## src/rtl/beta_pc_unit.sv

```systemverilog
// Beta program-counter unit: next-PC select, supervisor bit,
// PC+4 / branch-offset generation and the interrupt request latch.
module beta_pc_unit (
  input  logic        i_clk,
  input  logic        i_reset,
  input  logic [2:0]  i_pcsel,
  input  logic [31:0] i_jt,
  input  logic [15:0] i_literal,
  input  logic        i_stall,
  input  logic        i_irq_req,
  output logic [31:0] o_pc,
  output logic [31:0] o_pc_plus4,
  output logic [31:0] o_offset,
  output logic        o_irq
);

  localparam logic [31:0] RESET_VEC = 32'h8000_0000;
  localparam logic [31:0] ILLOP_VEC = 32'h8000_0004;
  localparam logic [31:0] IRQ_VEC   = 32'h8000_0008;

  localparam logic [2:0] SEL_INC = 3'd0;
  localparam logic [2:0] SEL_BR  = 3'd1;
  localparam logic [2:0] SEL_JMP = 3'd2;
  localparam logic [2:0] SEL_IRQ = 3'd4;

  logic [31:0] r_pc;
  logic        r_irq_pending;

  logic [31:0] w_sxt4;
  logic [30:0] w_inc;
  logic [30:0] w_br;
  logic [31:0] w_pc_plus4;
  logic [31:0] w_offset;
  logic [31:0] w_jmp;
  logic [31:0] w_pc_next;
  logic        w_irq_take;

  // Low-31-bit arithmetic; bit 31 (supervisor) is carried through as-is
  assign w_sxt4     = {{14{i_literal[15]}}, i_literal, 2'b00};
  assign w_inc      = r_pc[30:0] + 31'd4;
  assign w_br       = w_inc + w_sxt4[30:0];
  assign w_pc_plus4 = {r_pc[31], w_inc};
  assign w_offset   = {r_pc[31], w_br};

  // JMP may drop the supervisor bit but can never raise it
  assign w_jmp = {r_pc[31] & i_jt[31], i_jt[30:2], 2'b00};

  assign w_irq_take = ~i_stall & (i_pcsel == SEL_IRQ);

  // Next-PC select; unused encodings fall into the ILLOP vector
  always_comb begin
    w_pc_next = ILLOP_VEC;
    case (i_pcsel)
      SEL_INC: w_pc_next = w_pc_plus4;
      SEL_BR:  w_pc_next = w_offset;
      SEL_JMP: w_pc_next = w_jmp;
      SEL_IRQ: w_pc_next = IRQ_VEC;
      default: w_pc_next = ILLOP_VEC;
    endcase
  end

  // PC register: holds on stall
  always_ff @(posedge i_clk) begin
    if (i_reset) begin
      r_pc <= RESET_VEC;
    end else if (!i_stall) begin
      r_pc <= w_pc_next;
    end
  end

  // Interrupt latch: taking the IRQ clears it even if the request persists
  always_ff @(posedge i_clk) begin
    if (i_reset) begin
      r_irq_pending <= 1'b0;
    end else if (w_irq_take) begin
      r_irq_pending <= 1'b0;
    end else if (i_irq_req) begin
      r_irq_pending <= 1'b1;
    end
  end

  assign o_pc       = r_pc;
  assign o_pc_plus4 = w_pc_plus4;
  assign o_offset   = w_offset;
  assign o_irq      = r_irq_pending & ~r_pc[31];

endmodule

```

## config.mk

```make
export PLATFORM = sky130hd
export DESIGN_NAME = beta_pc_unit
export DESIGN_NICKNAME = d
export VERILOG_FILES = /design/src/rtl/beta_pc_unit.sv
export SDC_FILE = /design/constraint.sdc
export NUM_CORES = 1
export LEC_CHECK = 0
export ABC_CLOCK_PERIOD_IN_PS = 5500
export CORE_UTILIZATION = 46
export DETAILED_ROUTE_END_ITERATION = 12
export GPL_TIMING_DRIVEN = 1
export PLACE_DENSITY = 0.81
export SYNTH_ARGS = -nofsm -noshare
export SYNTH_HDL_FRONTEND = slang
export SYNTH_SLANG_ARGS = --single-unit
export TNS_END_PERCENT = 20
```

## constraint.sdc

```tcl
create_clock -name i_clk -period 5.5 [get_ports i_clk]
set_input_delay 0.825 -clock i_clk [delete_from_list [all_inputs] [get_ports i_clk]]
set_output_delay 0.825 -clock i_clk [all_outputs]
set_load 0.05 [all_outputs]
```

==> results of run 1 <==
==> power by group through the flow <==
stage                     clock (mW)  combinational [mW]  sequential [mW]
after detailed placement           0               0.449            0.246
after floorplan                    0               0.279            0.263
after global placement             0               0.444            0.245
final                          0.177               0.456            0.241
after CTS                      0.176               0.450            0.241
after global routing           0.188               0.478            0.242
==> flip-flops by register name, indices dropped and copies added (netlist names) <==
name / cells
r_irq_pending: 1
o_pc: 30
==> Yosys cell counts, types with 3 or more instances <==
library cell,n,share of area
ha_1,33,0.099
a311oi_1,3,0.0063
a21oi_1,48,0.058
nand3_1,22,0.026
nand3b_1,3,0.0054
o21a_1,8,0.014
nor2b_1,9,0.013
or3_1,4,0.0060
nand2b_1,5,0.0075
a222oi_1,5,0.012
o211ai_1,6,0.011
a21o_1,15,0.027
nor2_1,38,0.034
nand2_1,64,0.058
a21boi_0,3,0.0054
o21ai_0,26,0.031
o22ai_1,6,0.0090
xnor2_1,35,0.073
clkbuf_1,15,0.013
and4_1,4,0.0084
o21bai_1,6,0.011
mux2i_1,7,0.017
xor2_1,19,0.040
o31ai_1,7,0.013
nand4_1,17,0.025
nor3_1,15,0.018
a41oi_1,3,0.0063
a221o_1,7,0.017
nor4_1,3,0.0045
dfxtp_1,31,0.15
buf_4,12,0.022
and2_1,3,0.0045
and3_1,8,0.012
a221oi_1,4,0.0084
a22oi_1,13,0.023
inv_1,23,0.021
==> metal layers <==
layer / vias up / track usage
met5: - / 0
met4: 0 / 0.09615
met3: 34 / 0.06547
met2: 266 / 0.5515
met1: 2429 / 0.4371
li1: 2390 / -
==> area by class of cell <==
class                      instances  area (um2)
sequential                        31       620.6
fill                             764        2925
tap                              108       135.1
clock buffer                       7       76.32
inverter                          23       86.33
clock inverter                     1       5.005
timing repair buffer             157        1546
multi-input combinational        489        3368
==> critical path, stage by stage (launching register included) <==
cell and delay, ns:
dfxtp_1 0.47, nand4_1 0.20, nor2_1 0.39, nand4_1 0.29, xnor2_2 0.27, ha_1 0.44
nand4_1 0.20, nor3_1 0.22, o211ai_1 0.14, o211ai_1 0.30, nor3b_1 0.29, or3_1 0.15
clkdlybuf4s50_1 0.79
==> final timing paths <==
check / from / endpoint / slack, ns / depth (start not counted)
worst max register to register: o_pc[2]$_SDFFE_PP0N_ / o_pc[28]$_SDFFE_PP0N_ / 1.44 / 14
worst min-delay path: o_pc[31]$_SDFFE_PP1P_ / o_pc[31]$_SDFFE_PP1P_ / 0.51 / 2
worst max-delay path: o_pc[7]$_SDFFE_PP0N_ / o_offset[21] / 0.21 / 12
worst min register to register: o_pc[31]$_SDFFE_PP1P_ / o_pc[31]$_SDFFE_PP1P_ / 0.51 / 2
==> per-stage QoR <==
| step | TNS, ns | cells | cell area [um2] | util |
|---|---|---|---|---|
| CTS | 0 | 816 | 5818 | 0.6639 |
| detailed placement | 0 | 808 | 5737 | 0.6546 |
| floorplan | -0.1808 | 577 | 4264 | - |
| global placement | 0 | 808 | 5737 | 0.6546 |
| global route | 0 | 816 | 5838 | 0.6662 |
| finish | 0 | 816 | 5838 | 0.6662 |
==> placed cells by master (no fill, tap or decap), types with 9 or more instances in the layout <==
cell,count
a21o_1,15
a21oi_1,48
a22oi_1,13
buf_4,20
clkdlybuf4s50_1,133
dfxtp_1,31
ha_1,31
inv_1,23
nand2_1,64
nand3_1,22
nand4_1,17
nor2_1,37
nor2b_1,9
nor3_1,15
o21ai_0,26
xnor2_1,28
xor2_1,17
==> repair_timing <==
| action | 4_1_cts | 5_1_grt |
|---|---|---|
| gates resized for setup | 0 | 6 |
| setup endpoints to repair | 0 | 4 |
| hold buffers | 0 | 0 |
| endpoints found under the hold margin | 0 | 0 |
==> cells by family (layout without fill, tap and decap cells) <==
family	Yosys count	after routing	share of synthesized area
flip-flops	31	31	0.1485
buffers and inverters	57	188	0.07068
multiplexers	7	7	0.01677
adder cells (fa/ha/maj)	34	34	0.1036
AO/OA/AOI/OAI	178	178	0.2896
other	1	6	0.0008976
XOR/XNOR	54	54	0.1132
AND/OR/NAND/NOR	210	210	0.2567
==> flow_summary.json, run 1 <==
{
  "status": "complete, no violations",
  "drive_above_1_share": 0.07768,
  "syn_inst": 572,
  "clockBufferDepth": 2,
  "drc_errors": 0,
  "worstPathRequired_ns": 4.68,
  "power_frac_comb": 0.522,
  "power_mw": 0.8737,
  "antenna_found_initial": 0,
  "power.switching_mw": 0.3920,
  "cts_sinks": 31,
  "htree_levels": 2,
  "grt_pass1_wl_um": 25270,
  "area_growth_pct": 39.74,
  "dp_slack_ns": 0.4369,
  "hold_violations": 0,
  "routedWlPerCell_um": 20.07,
  "fin_nets": 796,
  "clk_latency_ns": 0.29,
  "powerDensity_nw_per_um2": 149.6,
  "cts_tree": "done",
  "grt_max_degree": 28,
  "ios": 152,
  "cap_viol_max_count": 0,
  "grt_pass1_vias": 4863,
  "worst_setup_path_end_kind": "output port",
  "p_int_mw": 0.4816,
  "dieArea_um2": 9467,
  "worstPathArrival_ns": 4.47,
  "rows": 34,
  "tightest_slew_ns": 0.9847,
  "core_area_um2": 8763,
  "vias": 5119,
  "postCtsSetupBuffers": 0,
  "synth_warnings": 0,
  "finalHoldWorstSlack_ns": 0.5149,
  "grt_remaining_overflow": 0,
  "viasPerCell": 6.273,
  "port_buffers": 143,
  "path_class": "reg -> out",
  "die_h_um": 97.30,
  "gp_congestion": 1.022,
  "finClkSkew_ns": 0.005644,
  "routed_wl_um": 16380,
  "async_flop_share": 0,
  "yosysSeqAreaShare": 0.1485,
  "setup_viol": 0,
  "antennaDiodeCount": 0,
  "worst_slack_ns": 0.2089,
  "seqPwrFrac": 0.276,
  "cts_root_buf": "clkbuf_8",
  "drt_iter0_drc": 325,
  "dp.final_hpwl_um": 13150,
  "met1_length_um": 7161,
  "ys_ff_latch": 31,
  "finalCriticalPeriod_ns": 5.291,
  "syn_avg_cell_area_um2": 7.304,
  "gr-usage-all-layers": 0.3326,
  "ys_types": 69,
  "relSlewSlack": 0.3411,
  "timing.final.crit_share": 0.9620,
  "maxClockFrequency_ghz": 0.1890,
  "die_w_um": 97.30,
  "routed-wl-met2_um": 7555,
  "start_kind": "flip-flop",
  "synth_edf_count": 0,
  "netlist_area_um2": 4178,
  "first_pass_iters": 5,
  "top_layer_used": "met4",
  "rsz0062_at_grt": "yes",
  "slew_violations": 0,
  "hold_class": "reg -> reg",
  "initial_utilization": 0.4767,
  "wl_met3_um": 1300,
  "clockPowerShare": 0.202,
  "max-vdd-ir-drop_mv": 0.08116,
  "synthFlopType": "dfxtp_1",
  "p_sw_frac": 0.4487,
  "cellLeakagePower_nw": 2.380,
  "numCtsBuffers": 5,
  "antenna_left": 0,
  "cts.clk_slew.worst_paths_ns": 0.07,
  "critPathMaxFanout": 8
}
Power figures use the tool's default switching activity.
==> inputs of run 2 (changes only) <==
--- a/config.mk
+++ b/config.mk
@@ -6,10 +6,12 @@
 export NUM_CORES = 1
 export LEC_CHECK = 0
 export ABC_CLOCK_PERIOD_IN_PS = 5500
-export CORE_UTILIZATION = 46
+export CELL_PAD_IN_SITES_DETAIL_PLACEMENT = 1
+export CELL_PAD_IN_SITES_GLOBAL_PLACEMENT = 2
+export CORE_UTILIZATION = 25
 export DETAILED_ROUTE_END_ITERATION = 12
 export GPL_TIMING_DRIVEN = 1
-export PLACE_DENSITY = 0.81
+export PLACE_DENSITY = 0.82
 export SYNTH_ARGS = -nofsm -noshare
 export SYNTH_HDL_FRONTEND = slang
 export SYNTH_SLANG_ARGS = --single-unit
==> flow_summary.json, run 2 (synthesis gave the netlist of run 1 again) <==
{
  "initial_utilization": 0.2592,
  "dpl.cell_count": 922,
  "largest_reg_flops": 30,
  "worstPathRequired_ns": 4.68,
  "drive_above_1_share": 0.08415,
  "viasPerCell": 5.419,
  "timing.final.crit_share": 0.9659,
  "worstPathArrival_ns": 4.49,
  "setup_viol": 0,
  "dp.final_hpwl_um": 15820,
  "first_pass_iters": 4,
  "drc_errors": 0,
  "routed_wl_um": 19290,
  "grt_pass1_wl_um": 29410,
  "dieArea_um2": 17230,
  "die_h_um": 131.3,
  "finalHoldWorstSlack_ns": 0.5021,
  "start_kind": "flip-flop",
  "nFillCells": 1954,
  "fin_nets": 803,
  "grt_pass1_vias": 5145,
  "grt_max_degree": 24,
  "finClkSkew_ns": 0.007895,
  "hold_class": "reg -> reg",
  "path_class": "reg -> out",
  "cts.clk_slew.worst_paths_ns": 0.06,
  "max-vdd-ir-drop_mv": 0.09036,
  "gp_congestion": 0.9719,
  "relSlewSlack": 0.2108,
  "final_common_cell": "clkdlybuf4s50_1",
  "powerDensity_nw_per_um2": 161.0,
  "clockBufferDepth": 2,
  "drt_iter0_drc": 279,
  "rsz0062_at_grt": "no",
  "core_area_um2": 16120,
  "grt_remaining_overflow": 0,
  "die_w_um": 131.3,
  "critPathMaxFanout": 7,
  "finalCriticalPeriod_ns": 5.312,
  "cellLeakagePower_nw": 2.428,
  "cap_viol_max_count": 0,
  "final_util": 0.3755,
  "status": "complete, no violations",
  "routedWlPerCell_um": 20.77,
  "rows": 46,
  "layout_common_cells": "132 x clkdlybuf4s50_1, 64 x nand2_1, 48 x a21oi_1",
  "htree_levels": 2,
  "worst_setup_path_end_kind": "output port",
  "gr-usage-all-layers": 0.2186,
  "antennaDiodeCount": 0,
  "antenna_found_initial": 0,
  "antenna_left": 0,
  "maxClockFrequency_ghz": 0.1882,
  "vias": 5034,
  "clk_latency_ns": 0.29,
  "worst_slack_ns": 0.1878,
  "slew_violations": 0,
  "area_growth_pct": 44.83,
  "tightest_slew_ns": 1.179,
  "cts_sinks": 31,
  "port_buffers": 143,
  "dp_slack_ns": 0.3244,
  "cts_root_buf": "clkbuf_16",
  "cts_tree": "done",
  "numCtsBuffers": 5,
  "hold_violations": 0,
  "stdcell_count": 929,
  "ios": 152
}
-- run 2: cell types whose count changed in the layout (fill, tap and decap cells not counted), sizes merged --
cell	previous run	this run
buf	22	31
clkbuf	7	6
clkdlybuf4s50	133	132
clkinv	1	0
dlymetal6s2s	2	1
-- run 2: timing repair --
item                                    in CTS  in global routing
hold buffers                                 0                  0
endpoints found under the setup margin       0                  2
gates resized for setup                      0                  1
setup buffers                                0                  1
-- run 2: final cells by class --
class | instances | area, um2 | share of cell area
tap | 216 | 270.3 | 0.04467
sequential | 31 | 620.6 | 0.1026
multi-input combinational | 489 | 3353 | 0.5542
timing repair buffer | 164 | 1592 | 0.2630
clock buffer | 6 | 128.9 | 0.02130
inverter | 23 | 86.33 | 0.01427
-- run 2: path summary, 6_finish.rpt --
kind         slack [ns]                    end  depth (start not counted)                  start
max                0.19           o_offset[28]                         14   o_pc[8]$_SDFFE_PP0N_
min                0.50  o_pc[20]$_SDFFE_PP0N_                          2  o_pc[20]$_SDFFE_PP0N_
max reg2reg        1.40  o_pc[28]$_SDFFE_PP0N_                         13   o_pc[8]$_SDFFE_PP0N_
min reg2reg        0.50  o_pc[20]$_SDFFE_PP0N_                          2  o_pc[20]$_SDFFE_PP0N_
-- run 2: worst max-delay path, cell delays in order (launching register included) --
cell and delay [ns]:
dfxtp_1 0.48, and4_1 0.30, nand3_1 0.13, nor4_2 0.31, buf_4 0.21, xor2_2 0.10, ha_1 0.43, nand4_1 0.17
or4_4 0.55, a211oi_2 0.37, a211oi_2 0.14, or4b_4 0.53, nand2_1 0.12, xor2_2 0.21, buf_12 0.17
-- run 2: report_power, final --
| group | internal [mW] | switching (mW) | total, mW |
|---|---|---|---|
| Sequential | 0.231 | 0.0107 | 0.242 |
| Combinational | 0.164 | 0.300 | 0.464 |
| Clock | 0.163 | 0.106 | 0.269 |
| Total | 0.558 | 0.417 | 0.974 |
-- run 2: metrics by stage --
stage               cell area [um2]  setup TNS [ns]  power, mW
detailed placement             5912               0     0.7077
floorplan                      4264         -0.1808     0.5419
finish                         6051               0     0.9743
CTS                            6041               0     0.9755
global placement               5912               0     0.7026
global route                   6051               0      1.010
-- run 2: routing by layer --
layer	vias to the layer above	track usage	share of wire
met5	-	0	0
met4	0	0.07171	0.025
met3	32	0.03858	0.055
met2	167	0.3647	0.47
met1	2436	0.2832	0.45
li1	2399	-	-
